[src/rtl/violation_reset_ctrl.sv]
// Violation reset sequencer: turns monitor violation flags into a held CPU reset.
// It records the sticky cause and a saturating episode count, both cleared only by por.
module violation_reset_ctrl #(
    parameter logic [15:0] RESET_HANDLER = 16'h0000,
    parameter int          HOLD_CYCLES   = 4
) (
    input  logic        clk,
    input  logic        por,
    input  logic [15:0] pc,
    input  logic [5:0]  viol,
    input  logic        cause_clr,
    output logic        reset,
    output logic [5:0]  cause,
    output logic [7:0]  viol_cnt,
    output logic        busy
);

    // Out-of-range hold lengths collapse to a single hold cycle.
    localparam logic [3:0] HOLD_LOAD = (HOLD_CYCLES >= 1 && HOLD_CYCLES <= 15)
                                       ? 4'(HOLD_CYCLES - 1) : 4'd0;

    typedef enum logic [1:0] {
        IDLE = 2'd0,
        HOLD = 2'd1,
        WAIT = 2'd2
    } state_t;

    state_t      state_q;
    logic [3:0]  hold_cnt_q;
    logic [5:0]  cause_q;
    logic [7:0]  viol_cnt_q;
    logic [7:0]  viol_cnt_d;
    logic [5:0]  cause_acc_d;
    logic        viol_any_s;

    // Saturating episode count and cause accumulation for the sequencer below.
    always_comb begin
        viol_any_s  = (viol != 6'd0);
        cause_acc_d = cause_q | viol;
        if (viol_cnt_q != 8'hFF) begin
            viol_cnt_d = viol_cnt_q + 8'd1;
        end else begin
            viol_cnt_d = viol_cnt_q;
        end
    end

    // Episode sequencer: IDLE -> HOLD (fixed length) -> WAIT (until handler re-entry).
    always_ff @(posedge clk or posedge por) begin
        if (por) begin
            state_q    <= IDLE;
            hold_cnt_q <= 4'd0;
            cause_q    <= 6'd0;
            viol_cnt_q <= 8'h00;
        end else begin
            case (state_q)
                IDLE: begin
                    if (viol_any_s) begin
                        state_q    <= HOLD;
                        hold_cnt_q <= HOLD_LOAD;
                        cause_q    <= viol;
                        viol_cnt_q <= viol_cnt_d;
                    end else if (cause_clr) begin
                        cause_q <= 6'd0;
                    end else begin
                        cause_q <= cause_q;
                    end
                end
                HOLD: begin
                    cause_q <= cause_acc_d;
                    if (hold_cnt_q == 4'd0) begin
                        state_q <= WAIT;
                    end else begin
                        hold_cnt_q <= hold_cnt_q - 4'd1;
                    end
                end
                WAIT: begin
                    // A violation on the exit edge is only recorded; it must persist to restart.
                    cause_q <= cause_acc_d;
                    if (pc == RESET_HANDLER) begin
                        state_q <= IDLE;
                    end else begin
                        state_q <= WAIT;
                    end
                end
                default: begin
                    state_q    <= IDLE;
                    hold_cnt_q <= 4'd0;
                end
            endcase
        end
    end

    assign reset    = (state_q != IDLE);
    assign busy     = (state_q != IDLE);
    assign cause    = cause_q;
    assign viol_cnt = viol_cnt_q;

endmodule

[config.mk]
export PLATFORM = sky130hd
export DESIGN_NAME = violation_reset_ctrl
export DESIGN_NICKNAME = d
export VERILOG_FILES = /design/src/rtl/violation_reset_ctrl.sv
export SDC_FILE = /design/constraint.sdc
export NUM_CORES = 1
export LEC_CHECK = 0
export BUFFER_PORTS_ARGS = -buffer_cell sky130_fd_sc_hd__buf_2
export CAP_MARGIN = 40
export CORE_AREA = 2 2 45 67
export DETAILED_ROUTE_END_ITERATION = 8
export DIE_AREA = 0 0 47 69
export HOLD_SLACK_MARGIN = 0.12
export PLACE_DENSITY = 0.74
export SYNTH_ARGS = -nofsm -noshare
export SYNTH_HDL_FRONTEND = slang
export SYNTH_SLANG_ARGS = --single-unit
[constraint.sdc]
create_clock -name clk -period 4.55 [get_ports clk]
set_clock_uncertainty 0.2 [all_clocks]
set_input_delay 0.91 -clock clk [delete_from_list [all_inputs] [get_ports clk]]
set_output_delay 0.91 -clock clk [all_outputs]
set_load 0.03 [all_outputs]
# After elaboration in Yosys (flattened, before gate mapping)
# Index checks and enable logic that the tools add are counted.
# Widths: inputs -> output; s select.
# word_totals
ff_bits,20
inputBits,25
output_inout_bits,16
wordCells,36
# op_classes
n_addsub,2
n_eq_ne,7
n_mux,10
bitwise_logic,2
reduce_logical,11
# ops
op,count
$logic_not 16->1,1
$mux 6,2
$pmux 4 s3,1
$pmux 6 s2,1
$add 8x1->8 const B,1
$mux 4,2
$ne 8x8->1 const B,1
$mux 2,3
$ne 2x2->1 const B,3
$or 6x6->6,1
$pmux 2 s3,1
$reduce_and 3->1,2
$reduce_bool 6->1,1
$logic_not 4->1,1
$reduce_and 2->1,2
$reduce_bool 2->1,2
$sub 4x1->4 const B,1
$ne 3x3->1 const B,1
$eq 2x1->1 const B,1
$eq 2x2->1 const B,1
$logic_not 2->1,1
$reduce_or 2->1,1
$not 1->1,1

# Longest topological paths before layout
# Gate-level depths: netlist of the first run.
# depth
ltp_word,4
depth_mapped,6
mapped_depth_nobuf,6

# Worst setup path before layout of the first run
# Ideal clock, no wire load.
# synth_path
path_type,reg-to-output
startpoint,register state_q[0]
endpoint,output port reset
arrival_ps,1311
setup_slack_ps,2129
stages_incl_launch_ff,5
cell_sequence,dfrtp_1 -> inv_1 -> ha_1 -> inv_1 -> buf_4
# synth_between
elab_chain_cells,1
# synth_lines
element,line,text
from (decl),28,state_t state_q;
from (signal assigned),50,state_q <= IDLE;
from (signal assigned),58,state_q <= HOLD;
from (signal assigned),71,state_q <= WAIT;
$reduce_bool 2->1,n/a,
to (decl),12,"output logic reset,"
# Every way passes these cells.

# Final worst setup path of the first run
# layout_path
startpoint,register state_q[0]
endpoint,output port busy
# layout_between
elab_chain_cells,1
# layout_lines
element,line,text
$reduce_bool 2->1,94,assign busy = (state_q != IDLE);
to (decl),15,output logic busy
# Every way passes these cells.

==> results of run 1 <==
kinds of logic (layout without fill, tap and decap cells):
kind of cell / after synthesis / in the layout / synth area share [%]
and+or+nand+nor: 51 / 51 / 23.3
AOI/OAI and AO/OA: 24 / 24 / 16.1
DFF: 20 / 20 / 44.1
buffers and inverters: 10 / 52 / 3.64
adders and majority gates: 7 / 7 / 7.72
xor gates and xnor gates: 5 / 5 / 3.86
muxes: 1 / 1 / 1.32
layout make-up:
type | count | area [um^2] | share of cell area, %
multi-input combinational | 88 | 593 | 41.9
timing repair buffer | 40 | 200 | 14.1
tap | 37 | 46.3 | 3.27
clock buffer | 3 | 41.3 | 2.92
inverter | 9 | 33.8 | 2.39
sequential | 20 | 500 | 35.4
synth_stat cells, types with 2 or more instances:
cell type | n | area, um^2
dfrtp_1 | 20 | 500
nand2_1 | 17 | 63.8
inv_1 | 9 | 33.8
nor4_1 | 8 | 50.1
ha_1 | 7 | 87.6
a21oi_1 | 6 | 30.0
nand3_1 | 6 | 30.0
nor2_1 | 5 | 18.8
o21ai_0 | 5 | 25.0
xor2_1 | 5 | 43.8
a31oi_1 | 3 | 18.8
nand4_1 | 3 | 18.8
nor2b_1 | 2 | 12.5
nor3_1 | 2 | 10.0
o21ai_1 | 2 | 10.0
or2_2 | 2 | 12.5
path summary, 6_finish.rpt:
| kind | endpoint | from | slack (ns) | depth (start not counted) |
|---|---|---|---|---|
| worst min-delay path | cause[5]$_DFFE_PP0P_ | cause[5]$_DFFE_PP0P_ | 0.29 | 2 |
| max in group asynchronous | viol_cnt[0]$_DFFE_PP0P_ | por | 3.09 | 2 |
| min in group asynchronous | viol_cnt[5]$_DFFE_PP0P_ | por | 0.59 | 2 |
| worst max-delay path | busy | state_q[0]$_DFFE_PP0P_ | 1.84 | 4 |
| worst min register to register | cause[5]$_DFFE_PP0P_ | cause[5]$_DFFE_PP0P_ | 0.29 | 2 |
| worst max register to register | cause[0]$_DFFE_PP0P_ | state_q[0]$_DFFE_PP0P_ | 2.45 | 6 |
worst max-delay path, delay by kind of cell (launching register included):
| kind | cells | cell delay, ns |
|---|---|---|
| flops | 1 | 0.40 |
| fa+ha+maj | 1 | 0.43 |
| buf+inv | 3 | 0.52 |
registers in the layout, indices dropped and copies added, names as in the netlist:
name,cells
state_q,2
cause,6
viol_cnt,8
hold_cnt_q,4
routing by layer:
metal | vias up | part of all wire, %
li1 | 511 | -
met1 | 490 | 40
met2 | 31 | 54
met3 | 6 | 4.7
met4 | 0 | 1.9
met5 | - | 0
power breakdown:
part           internal (mW)  leakage (nW)  total (mW)  switching (mW)
sequential             0.256         0.235       0.328          0.0725
clock                 0.0587        0.0216       0.109          0.0508
combinational          0.214         0.429       0.583           0.369
through the flow:
stage	utilization, %	instance area, um^2	cells	hold WS [ns]
4_1_cts	53.4	1420	197	0.290
2_1_floorplan	-	1130	118	0.303
6_report	53.4	1420	197	0.287
3_3_place_gp	51.9	1370	194	0.264
3_5_place_dp	51.9	1370	194	0.274
5_1_grt	53.4	1420	197	0.317
==> out/metrics.yaml, run 1 <==
yosys:
  syn_inst: 118
  async_reset_ff_share_pct: 100
  synth_seq_cells: 20
  synth-edff-count: 0
  seq_area_frac_synth_pct: 44.1
  synth_ff_type: "dfrtp_1"
  syn_nets: 150
  netlist_area_mm2: 0.00113
  synthDistinctLibCells: 32
  postSynthAreaPerCell_um2: 9.62
  yosys_warnings: 0
die:
  start_util_pct: 42.9
  num_rows: 23
  die_w_um: 47
  die-area_mm2: 0.00324
  fp.dieH_um: 69
  core_mm2: 0.00265
  ios: 41
setup_path:
  crit_type: "reg2out"
  critPathRequiredTime_ns: 3.44
  endpoint_kind: "output pin"
  crit_chain: "inv_1, ha_1, inv_1, buf_2"
  cpPeakStageDelay_ns: 0.43
  crit_path_frequent_cell: "inv_1"
  cp_slowest_cell: "ha_1"
  cp-start-kind: "flip-flop"
  crit_arrival_ns: 1.60
  cp_max_fo: 8
placement:
  port_buffers: 40
  dp_hpwl_um: 2030
  gp_congestion: 0.911
  preCtsSetupSlack_ns: 1.96
layout:
  layout_common_cells: "40 x buf_2, 20 x dfrtp_1, 17 x nand2_1"
  fillCellCount: 268
  drive_gt1_share_pct: 31.9
  final_net_count: 194
  final_common_cell: "buf_2"
  syn2layout_area_growth_pct: 24.7
  diodes: 0
global_routing:
  grt_pass1_wl_um: 4250
  globalRouteMet2Util_pct: 29.1
  antenna_found_initial: 0
  use_met3_pct: 1.83
  grt_pass1_vias: 1041
  grt_remaining_overflow: 0
  grt_util_all_layers_pct: 16.8
  met1_usage_pct: 20.2
  busiest_layer: "met2"
  grt_max_degree: 21
cts:
  cts_resized: 0
  clkTransAtPathRegs_ns: 0.07
  clkLatencyLatePin_ns: 0.25
  cts_tree: "done"
  hold_buffers: 0
  clock_sinks: 20
  cts_buffers: 3
  post_cts_buffers: 0
  cts_root_buf: "clkbuf_8"
  clockBufferDepth: 2
  ctsHtreeMaxLevel: 1
timing:
  maxClockFrequency_ghz: 0.369
  fin_crit_ns: 2.71
  slew_viol_final: 0
  relSlewSlack_pct: 49.9
  finalHoldViolations: 0
  rsz0062_at_grt: "false"
  setup-violations-final: 0
  layout_setup_ws_ns: 1.84
  tightest_slew_ns: 0.751
  finalSetupTns_ns: 0
  min_period_over_period_pct: 59.5
job:
  cap_violations: 0
worst_hold_path:
  hold_class: "reg2reg"
drt:
  post-route-drc-count: 0
  routed_wl_um: 2530
  wl_per_cell_um: 12.8
  drt.antenna.violating_nets: 0
  routed_via_density: 5.27
  dr.pass1.iters: 4
  drt_first_iter_violations: 11
  num_vias: 1038
power_and_ir_drop:
  peakVddDrop_v: 0.000431
  total_leakage_power_nw: 0.685
  finalPower_mw: 1.02
  power_density_mw_per_mm2: 721
outcome:
  outcome: "completed"
(Power assumes the default switching activity.)
==> inputs of run 2 (changes only) <==
- ABC_AREA: not set -> 1
- CORE_AREA: 2 2 45 67 -> 2 2 47 70
- DIE_AREA: 0 0 47 69 -> 0 0 49 72
- PLACE_DENSITY: 0.74 -> 0.76
- clock period: 4.55 -> 2.3 ns (I/O delays scaled with it)
==> run 2 against run 1 <==
Count of clock-buffer cells in the layout rose by 1. Sequential share of layout area decreased by 3.7 points. Clock power increased by 140%. Worst hold slack worse by 0.043 ns. Final cell count grew 30%. Routed wire length rose by 1.4%. Total power grew 87%. Die area grew 8.8%. Core utilization increased by 0.85 points. Critical path depth is the same. Area after synthesis rose by 11%. Non-clock buffer count up 3. Critical endpoint is now reset. Largest cell class unchanged.
==> out/metrics.yaml, run 2 <==
timing:
  min_period_over_period_pct: 84.4
  slew_viol_final: 0
  fin_crit_ns: 1.94
  finalSetupTns_ns: 0
  whs_ns: 0.243
  rsz0062_at_grt: "false"
  relSlewSlack_pct: 80.8
  tightest_slew_ns: 0.287
  finalHoldViolations: 0
  maxClockFrequency_ghz: 0.515
  setup-violations-final: 0
placement:
  port_buffers: 40
  dp_hpwl_um: 1980
  gp_congestion: 0.812
yosys:
  synthDistinctLibCells: 23
  async_reset_ff_share_pct: 100
  synth-edff-count: 0
  synth_seq_cells: 20
  syn_inst: 173
  synth_area_leaders: "dfrtp_1 40%, nand2_1 20%, ha_1 6.9%"
  syn_nets: 205
  synth_top_area_share_pct: 39.6
  synth.most_common_cell: "nand2_1"
  synth_area_leader_cell: "dfrtp_1"
  yosys_warnings: 0
  synth_ff_type: "dfrtp_1"
  synth_common_cells: "66 x nand2_1, 22 x inv_1, 20 x dfrtp_1"
  netlist_area_mm2: 0.00126
  seq_area_frac_synth_pct: 39.6
  postSynthAreaPerCell_um2: 7.31
setup_path:
  critPathRequiredTime_ns: 1.64
  cp_max_fo: 5
  endpoint_kind: "output pin"
  crit_arrival_ns: 1.28
  cp_slowest_cell: "dfrtp_1"
  cp-start-kind: "flip-flop"
  crit_chain: "inv_1, ha_1, inv_1, buf_2"
  rrSetupSlack_ns: 0.62
  path_buf_inv: 3
  reg2regPathDepth: 7
  reg2reg_to: "hold_cnt_q[0]$_DFFE_PP0P_"
  cpPeakStageDelay_ns: 0.40
  crit_path_frequent_cell: "inv_1"
  critPathTopFamily: "buffers and inverters"
  crit_type: "reg2out"
  timing.rr.start: "state_q[1]$_DFFE_PP0P_"
power_and_ir_drop:
  peakVddDrop_v: 0.000940
  total_leakage_power_nw: 0.896
  power_density_mw_per_mm2: 1210
die:
  die_w_um: 49
  start_util_pct: 43.4
  num_rows: 24
  die-area_mm2: 0.00353
  core_mm2: 0.00291
  fp.dieH_um: 72
  ios: 41
global_routing:
  antenna_found_initial: 0
  grt_remaining_overflow: 0
  grt_pass1_vias: 1091
  grt_pass1_wl_um: 4500
  grt_max_degree: 21
  grt_util_all_layers_pct: 16.0
cts:
  cts_resized: 0
  ctsHtreeMaxLevel: 1
  cts_buffers: 3
  cts_tree: "done"
  clockBufferDepth: 2
  clkTransAtPathRegs_ns: 0.07
  cts_root_buf: "clkbuf_8"
  clock_sinks: 20
  clkLatencyLatePin_ns: 0.25
drt:
  post-route-drc-count: 0
  drt.antenna.violating_nets: 0
  dr.pass1.iters: 4
  num_vias: 1164
  drt_first_iter_violations: 9
  wl_per_cell_um: 9.98
  routed_via_density: 4.53
  routed_wl_um: 2560
layout:
  final_net_count: 251
  largest_register_ff_count: 8
  final_common_cell: "nand2_1"
  diodes: 0
  syn2layout_area_growth_pct: 25.0
  layout_common_cells: "66 x nand2_1, 40 x buf_2, 22 x inv_1"
  drive_gt1_share_pct: 26.1
outcome:
  outcome: "completed"
worst_hold_path:
  holdPathEnd: "cause[3]$_DFFE_PP0P_"
  hp-start: "viol[3]"
  hold_class: "in2reg"
  whs_path_depth: 3
job:
  cap_violations: 0
## run 2: cell types whose count changed in the layout (fill, tap and decap cells not counted), sizes merged, moves of 5 or more
cell   before  now
a21oi       6    1
inv         9   25
nand2      17   68
nand3       6   13
nor2        6   18
nor4        8    0
## run 2: kinds of logic after synthesis
| logic type | Yosys count | synth area share [%] |
|---|---|---|
| AO/OA/AOI/OAI | 10 | 4.15 |
| XOR/XNOR | 6 | 4.16 |
| adder cells (fa/ha/maj) | 7 | 6.92 |
| buffers and inverters | 27 | 8.41 |
| flip-flops | 20 | 39.6 |
| AND/OR/NAND/NOR | 103 | 36.8 |
## run 2: per-layer routing
metal / GRT usage [%] / wire (um) / vias up
li1: - / - / 616
met1: 18.6 / 1130 / 519
met2: 29.2 / 1300 / 27
met3: 2.67 / 110 / 2
met4: 5.71 / 23 / 0
met5: 0 / 0 / -
## run 2: worst max path at each step
stage	from	to	slack (ns)	depth (start not counted)
finish	state_q[0]$_DFFE_PP0P_	reset	0.36	4
global route	state_q[0]$_DFFE_PP0P_	reset	0.25	4
CTS	state_q[0]$_DFFE_PP0P_	reset	0.35	4
detailed placement	state_q[1]$_DFFE_PP0P_	hold_cnt_q[2]$_DFFE_PP0P_	0.63	7
global placement	state_q[0]$_DFFE_PP0P_	busy	0.65	4
floorplan	state_q[0]$_DFFE_PP0P_	reset	0.38	5
## run 2: stage by stage
stage	std cells	setup WS, ns	util (%)	total power, mW	cell area [um^2]
floorplan	173	0.379	-	1.39	1260
global placement	252	0.647	52.1	1.64	1520
detailed placement	252	0.626	52.1	1.66	1520
CTS	257	0.346	54.3	1.93	1580
global route	257	0.251	54.3	2.09	1580
finish	257	0.359	54.3	1.91	1580
## run 2: area by class of cell
type,instances,area [um^2]
flip-flops and latches,20,500
multi-input cells,126,658
well taps,39,48.8
inverters,25,93.8
repair buffers,43,225
fillers,297,1330
clock buffers,4,55.1
## run 2: worst min-delay path: cells and delay by family
family	cells	cell delay (ns)
and+or+nand+nor	2	0.12
buffers and inverters	1	0.09
## run 2: repair_timing
action / 4_1_cts / 5_1_grt
hold buffers: 1 / 0
setup buffers: 0 / 0
endpoints found under the hold margin: 20 / 0
endpoints found under the setup margin: 0 / 0
## run 2: report_power, final
group / total, mW / internal (mW) / switching (mW)
combinational: 1.06 / 0.350 / 0.712
clock: 0.267 / 0.152 / 0.115
sequential: 0.582 / 0.485 / 0.0970
